<file path="src/rtl/cdc_2phase_pkg.sv">
// Shared constants and types for the 2-phase toggle handshake channel.
package cdc_2phase_pkg;
   localparam int unsigned DefaultSyncStages = 2;
   typedef logic toggle_t;
endpackage

</file>
<file path="src/rtl/sync_chain.sv">
// SYNC_STAGES-deep flop shift register for one toggle bit; latency SYNC_STAGES cycles.
// No backpressure: samples d_i every cycle; rst_i and clr_i both zero the chain.
module sync_chain
   import cdc_2phase_pkg::*;
#(
   parameter int unsigned SYNC_STAGES = DefaultSyncStages
) (
   input  logic    clk_i,
   input  logic    rst_i,
   input  logic    clr_i,
   input  toggle_t d_i,
   output toggle_t q_o
);

   logic [SYNC_STAGES-1:0] chain_q;
   logic [SYNC_STAGES-1:0] chain_d;

   always_comb begin
      chain_d    = chain_q;
      chain_d[0] = d_i;
      for (int i = 1; i < int'(SYNC_STAGES); i++) begin
         chain_d[i] = chain_q[i-1];
      end
   end

   always_ff @(posedge clk_i) begin
      if (rst_i || clr_i) begin
         chain_q <= '0;
      end else begin
         chain_q <= chain_d;
      end
   end

   assign q_o = chain_q[SYNC_STAGES-1];

endmodule

</file>
<file path="src/rtl/cdc_2phase_channel.sv">
// Single-word toggle req/ack channel; forward SYNC_STAGES+1 cycles, return SYNC_STAGES cycles.
// One word in flight: src_ready_o low until ack returns. CDC_2PHASE_ASSERTS_EN adds sim checks.
module cdc_2phase_channel
   import cdc_2phase_pkg::*;
#(
   parameter int unsigned DATA_WIDTH  = 32,
   parameter int unsigned SYNC_STAGES = DefaultSyncStages
) (
   input  logic                  clk_i,
   input  logic                  rst_i,
   input  logic                  src_clr_i,
   input  logic [DATA_WIDTH-1:0] src_data_i,
   input  logic                  src_valid_i,
   output logic                  src_ready_o,
   input  logic                  dst_clr_i,
   output logic [DATA_WIDTH-1:0] dst_data_o,
   output logic                  dst_valid_o,
   input  logic                  dst_ready_i
);

   toggle_t               req_src_q, req_src_d;
   logic [DATA_WIDTH-1:0] data_src_q, data_src_d;
   toggle_t               dst_req_q, dst_req_d;
   toggle_t               ack_dst_q, ack_dst_d;
   logic [DATA_WIDTH-1:0] data_dst_q, data_dst_d;
   toggle_t               req_sync_last;
   toggle_t               ack_sync_last;
   logic                  accept;
   logic                  pop;

   // The req chain belongs to the destination side, the ack chain to the source side.
   sync_chain #(.SYNC_STAGES(SYNC_STAGES)) u_req_sync (
      .clk_i (clk_i),
      .rst_i (rst_i),
      .clr_i (dst_clr_i),
      .d_i   (req_src_q),
      .q_o   (req_sync_last)
   );

   sync_chain #(.SYNC_STAGES(SYNC_STAGES)) u_ack_sync (
      .clk_i (clk_i),
      .rst_i (rst_i),
      .clr_i (src_clr_i),
      .d_i   (ack_dst_q),
      .q_o   (ack_sync_last)
   );

   assign src_ready_o = (req_src_q == ack_sync_last);
   assign accept      = src_valid_i && src_ready_o;
   assign dst_valid_o = (dst_req_q != ack_dst_q);
   assign dst_data_o  = data_dst_q;
   assign pop         = dst_valid_o && dst_ready_i;

   always_comb begin
      req_src_d  = req_src_q;
      data_src_d = data_src_q;
      if (accept) begin
         req_src_d  = ~req_src_q;
         data_src_d = src_data_i;
      end
   end

   // data_src_q has been stable for SYNC_STAGES+ cycles by the time the req edge lands here.
   always_comb begin
      dst_req_d  = dst_req_q;
      data_dst_d = data_dst_q;
      ack_dst_d  = ack_dst_q;
      if (req_sync_last != dst_req_q) begin
         dst_req_d  = req_sync_last;
         data_dst_d = data_src_q;
      end
      if (pop) begin
         ack_dst_d = ~ack_dst_q;
      end
   end

   always_ff @(posedge clk_i) begin
      if (rst_i || src_clr_i) begin
         req_src_q  <= 1'b0;
         data_src_q <= '0;
      end else begin
         req_src_q  <= req_src_d;
         data_src_q <= data_src_d;
      end
   end

   always_ff @(posedge clk_i) begin
      if (rst_i || dst_clr_i) begin
         dst_req_q  <= 1'b0;
         ack_dst_q  <= 1'b0;
         data_dst_q <= '0;
      end else begin
         dst_req_q  <= dst_req_d;
         ack_dst_q  <= ack_dst_d;
         data_dst_q <= data_dst_d;
      end
   end

`ifdef CDC_2PHASE_ASSERTS_EN
   if (SYNC_STAGES < 1) begin : g_bad_stages
      $error("cdc_2phase_channel: SYNC_STAGES must be >= 1");
   end

   a_dst_valid_hold : assert property (@(posedge clk_i) disable iff (rst_i || src_clr_i || dst_clr_i)
      (dst_valid_o && !dst_ready_i) |=> dst_valid_o)
      else $error("dst_valid_o fell without a pop");

   a_dst_data_hold : assert property (@(posedge clk_i) disable iff (rst_i || src_clr_i || dst_clr_i)
      (dst_valid_o && !dst_ready_i) |=> $stable(dst_data_o))
      else $error("dst_data_o changed while held");

   a_src_ready_hold : assert property (@(posedge clk_i) disable iff (rst_i || src_clr_i || dst_clr_i)
      (src_ready_o && !src_valid_i) |=> src_ready_o)
      else $error("src_ready_o fell without an accept");
`endif

endmodule

</file>
<file path="config.mk">
export PLATFORM = sky130hd
export DESIGN_NAME = cdc_2phase_channel
export DESIGN_NICKNAME = d
export VERILOG_FILES = /design/src/rtl/cdc_2phase_pkg.sv /design/src/rtl/sync_chain.sv /design/src/rtl/cdc_2phase_channel.sv
export SDC_FILE = /design/constraint.sdc
export NUM_CORES = 1
export LEC_CHECK = 0
export ABC_AREA = 1
export BUFFER_PORTS_ARGS = -buffer_cell sky130_fd_sc_hd__buf_4
export CORE_ASPECT_RATIO = 1.25
export CORE_MARGIN = 2
export CORE_UTILIZATION = 40
export CTS_CLUSTER_DIAMETER = 200
export DETAILED_ROUTE_END_ITERATION = 12
export GPL_TIMING_DRIVEN = 0
export PLACE_DENSITY = 0.62
export SLEW_MARGIN = 10
export SYNTH_ARGS = -nofsm -noshare
export SYNTH_HDL_FRONTEND = slang
export SYNTH_HIERARCHICAL = 1
export SYNTH_SLANG_ARGS = --single-unit
</file>
<file path="constraint.sdc">
create_clock -name clk_i -period 1.5 [get_ports clk_i]
set_input_delay 0.075 -clock clk_i [delete_from_list [all_inputs] [get_ports clk_i]]
set_output_delay 0.075 -clock clk_i [all_outputs]
set_load 0.02 [all_outputs]
</file>
# Word level (Yosys, flattened, before mapping)
# Cells that the tools add are included.
[totals]
regBits = 71
inputBits = 38
wordCells = 16
[classes]
n_eq_ne = 3
n_bitwise = 2
reduce_logical = 4
[op_table]
columns = ["op", "count"]
rows = [
  ["$logic_and A1 B1 Y1", 2],
  ["$logic_or A1 B1 Y1", 2],
  ["$ne A1 B1 Y1", 2],
  ["$not A1 Y1", 2],
  ["$eq A1 B1 Y1", 1],
]

# Depth between registers and ports, before layout
[depth]
ltp_word = 2
ltp_mapped = 7

# By module
# Netlist, hierarchy kept.
[by_module_without_submodules]
columns = ["module", "n_inst", "cells_per_inst", "area_each_um2", "seq_area_each_um2"]
rows = [
  ["cdc_2phase_channel", 1, 431, 2914.0, 1341.3],
  ["sync_chain", 2, 9, 66.3, 40.0],
]

# Worst setup path before layout
# No wires, ideal clock.
[synth_path]
path_kind = "register -> register"
startpoint = "register req_src_q"
endpoint = "register data_src_q[13]"
setup_time_ps = 110
arrival_ps = 893
setup_slack_ps = 497
stages_incl_launch_ff = 7
n_path_buf = 1
period_less_slack_ps = 1003
path_cell_list = "dfxtp_1 > nand2_1 > nand2_4 > buf_6 > nand3_1 > nand2_1 > nor2_1"
[synth_between]
elab_chain_cells = 2
[synth_lines]
columns = ["element", "line_no", "rtl"]
rows = [
  ["start: declaration", "cdc_2phase_channel.sv:21", "toggle_t req_src_q, req_src_d;"],
  ["start signal: assignment", "cdc_2phase_channel.sv:82", "req_src_q <= req_src_d;"],
  ["$eq A1 B1 Y1", "cdc_2phase_channel.sv:48", "assign src_ready_o = (req_src_q == ack_sync_last);"],
  ["via src_ready_o", "cdc_2phase_channel.sv:14", "output logic src_ready_o,"],
  ["$logic_and A1 B1 Y1", "cdc_2phase_channel.sv:49", "assign accept = src_valid_i && src_ready_o;"],
  ["end signal: assignment", "cdc_2phase_channel.sv:83", "data_src_q <= data_src_d;"],
  ["end: declaration", "cdc_2phase_channel.sv:22", "logic [DATA_WIDTH-1:0] data_src_q, data_src_d;"],
]
# The timed path passes the listed nets, and every way through them passes these cells.
# A chain may end at the register's enable or synchronous reset.

# Worst setup path in the final report
[layout_path]
startpoint = "register req_src_q"
endpoint = "output port src_ready_o"
[layout_between]
elab_chain_cells = 1
[layout_lines]
columns = ["element", "line_no"]
rows = [
  ["$eq A1 B1 Y1", "cdc_2phase_channel.sv:48"],
  ["end: declaration", "cdc_2phase_channel.sv:14"],
]
# No other way between the ends.

==> summary.txt <==
Global routing
  • Congestion Overflow GR: 0
  • GR met3 Demand/Resource: 0.0428
  • First-pass GRT wire length: 11.2 mm
  • Initial antenna violation count: 0
  • Vias in the first global route: approximately 2.6k
  • Global routing usage on met1: 0.210
  • Largest net degree at the start of global routing: 13
  • GRT Util Overall: 0.175
  • Met2 usage: 0.300
  • Top Usage Layer GRT: met2

Synthesis
  • Synth top area share: 0.467
  • Syn Nets: slightly below 500
  • Yosys warning count: 6
  • Cell taking the most area after synthesis: dfxtp_1
  • Top FF cell, synth: dfxtp_1
  • Synth Register Bits: 71
  • Ys async rst share: 0
  • Cell area after synthesis: approximately 3000 sq um
  • Gate Count Post-Synth: 449
  • Netlist cell types: 19
  • EDFF count, synth: 0
  • Syn avg cell area: between 6 and 7 sq um
  • Synth top area cells: dfxtp_1 (47%), inv_1 (13%), nor2_1 (12%)
  • Sequential-to-total area share from yosys stat: 0.467

Cells and area
  • Fillers: between 700 and 800
  • Layout cells sized above 1: 0.214
  • Area delta synth->final: 29.2%
  • Final nets: about 570
  • Post-Layout Cell Count: 630
  • # diodes: 0

Power and ir drop
  • Clk pwr share: 0.412
  • Maximum vdd drop: a little under 0.6 mV
  • Cell Pwr Density: between 1000 and 1500 nW/um^2
  • Pint: 0.00303 W
  • Power share of the combinational group: 0.097
  • Leak: 2.20 nW
  • Sw frac: 0.237
  • Psw: between 0.0009 and 0.001 W
  • Sequential fraction of design power: 0.491

Critical path
  • Crit start category: register
  • Reg2reg path depth: 6
  • CP endpoint kind: output pin
  • Worst Path Arrival: 1300 ps
  • Crit Path Class: reg2out
  • Crit path required time: about 1400 ps
  • Largest fanout on the critical path: 10

Timing
  • Hold WS: approximately 38 ps
  • Setup TNS: 0 ps
  • Final min period: 1380 ps
  • Final hold violation count: 0
  • Fmax: about 730 MHz
  • Final worst path period share: 0.917
  • Final setup vio count: 0
  • RSZ-0062 raised after global routing: no
  • Max Slew Vio Count: 0
  • Worst Skew: approximately 8.4 ps
  • Headroom to the max-slew limit: 0.696
  • Final WS setup: between 100 and 150 ps
  • Worst-margin pin slew: ~460 ps

Floorplan
  • Die ar.: 8340 sq um
  • Row count: 35
  • Height of the die: about 100 microns
  • I/O Pins: between 70 and 80
  • Core ar.: ~7400 sq um
  • Initial core utilization: 0.412
  • Die width: a little over 80 microns

Hold path
  • Hold crit path type: in2reg
  • WHS Path Cells: 4

Clock network
  • Clock Path Buffers: 2
  • CTS Buf Count: 9
  • Worst-skew pair later-pin latency: between 300 and 400 ps
  • Number of setup buffers added after CTS: 0
  • CTS root buf: clkbuf_8
  • CTS tree: yes
  • Clock sinks: a little over 70
  • H-tree depth: 3
  • Clock transition at path regs: roughly 70 ps

Drt
  • Wire per inst: ~10 microns
  • Detailed Route Iter0 Violations: 82
  • DR pass1 iterations: 4
  • Vias/cell: approximately 4.3
  • Via count: roughly 2.7k
  • WL final: 6.55 mm
  • DRC violations left: 0
  • Post-route ant nets: 0

Placed design
  • Setup WS pre-CTS: 337 ps
  • # port buffers: 70
  • DP HPWL: between 4 and 5 mm
  • Placed insts: 611
  • GP Congestion: between 0.7 and 0.8

Run
  • Max-Cap Viols: 0

Outcome
  • Status: complete, no violations
-- layer usage --
layer  vias to the layer above  wire (microns)
met5                         -               0
met4                         0              60
met3                         5             250
met2                        45            3190
met1                      1176            3050
li1                       1470               -
-- logic make-up (layout without fill, tap and decap cells) --
| group | count (synthesis) | after routing | synth area share |
|---|---|---|---|
| compound gates | 36 | 36 | 0.0591 |
| xor+xnor | 1 | 1 | 0.00288 |
| buf+inv | 131 | 220 | 0.188 |
| flops | 71 | 71 | 0.467 |
| simple gates | 210 | 210 | 0.283 |
-- what timing repair did --
item / 4_1_cts / 5_1_grt
gates resized for setup: 0 / 0
hold buffers: 4 / 0
hold endpoints to repair: 6 / 0
-- synthesized netlist by cell type, types with 2 or more instances --
cell type	n
a21oi_1	2
nand3_1	32
o21ai_0	18
o21ai_1	16
dfxtp_1	71
nand2_1	69
nand2_2	4
clkbuf_1	2
buf_2	10
nor2_1	101
inv_1	106
inv_2	3
buf_6	9
-- critical path: stages (launching register included) --
cell	delay [ps]
dfxtp_1	420
nand2_1	120
nand2_4	130
buf_6	150
buf_4	140
-- power groups by stage --
stage	Combinational, W	Clock, W	Sequential [W]
floorplan	0.000242	0	0.00200
global placement	0.000380	0	0.00200
detailed placement	0.000383	0	0.00200
CTS	0.000391	0.00167	0.00195
global route	0.000445	0.00175	0.00196
finish	0.000385	0.00164	0.00195
-- stage by stage --
stage          power, W   util  cell area, sq um
5_1_grt         0.00416  0.532              3940
3_5_place_dp    0.00238  0.498              3690
3_3_place_gp    0.00238  0.498              3690
4_1_cts         0.00402  0.532              3940
2_1_floorplan   0.00224      -              3050
6_report        0.00398  0.532              3940
-- state kept, by name (all words and copies together) (netlist names) --
signal and cells:
ack_dst_q 1, data_src_q 32, dst_data_o 32, dst_req_q 1, req_src_q 1, u_ack_sync/chain_q 2, u_req_sync/chain_q 2
-- worst paths after layout --
check                                   startpoint                          endpoint  slack, ps
hold / removal                               rst_i  u_req_sync/chain_q[0]$_SDFF_PP0_         40
hold reg to reg   u_ack_sync/chain_q[0]$_SDFF_PP0_  u_ack_sync/chain_q[1]$_SDFF_PP0_        420
setup reg to reg            dst_req_q$_SDFFE_PP0P_        dst_data_o[3]$_SDFFE_PP0P_        340
setup / recovery            req_src_q$_SDFFE_PP0P_                       src_ready_o        120
-- cell type report --
| cell class | count | area [sq um] | area share |
|---|---|---|---|
| clock buffer | 9 | 124 | 0.0315 |
| timing repair buffer | 74 | 566 | 0.144 |
| clock inverter | 6 | 86.3 | 0.0219 |
| buffer | 22 | 164 | 0.0416 |
| multi-input combinational | 247 | 1050 | 0.267 |
| sequential | 71 | 1420 | 0.361 |
| inverter | 109 | 409 | 0.104 |
| tap | 92 | 115 | 0.0292 |
-- cell usage in the layout (no fill, tap or decap), types with 3 or more instances in the layout --
cell / n
buf_4: 70
dfxtp_1: 71
nand2_2: 4
nand3_1: 32
o21ai_0: 18
buf_2: 10
inv_2: 3
nor2_1: 101
dlygate4sd3_1: 4
nand2_1: 69
inv_1: 106
o21ai_1: 16
clkbuf_8: 9
buf_6: 9
Note: power is estimated with default switching activity, not from simulation.
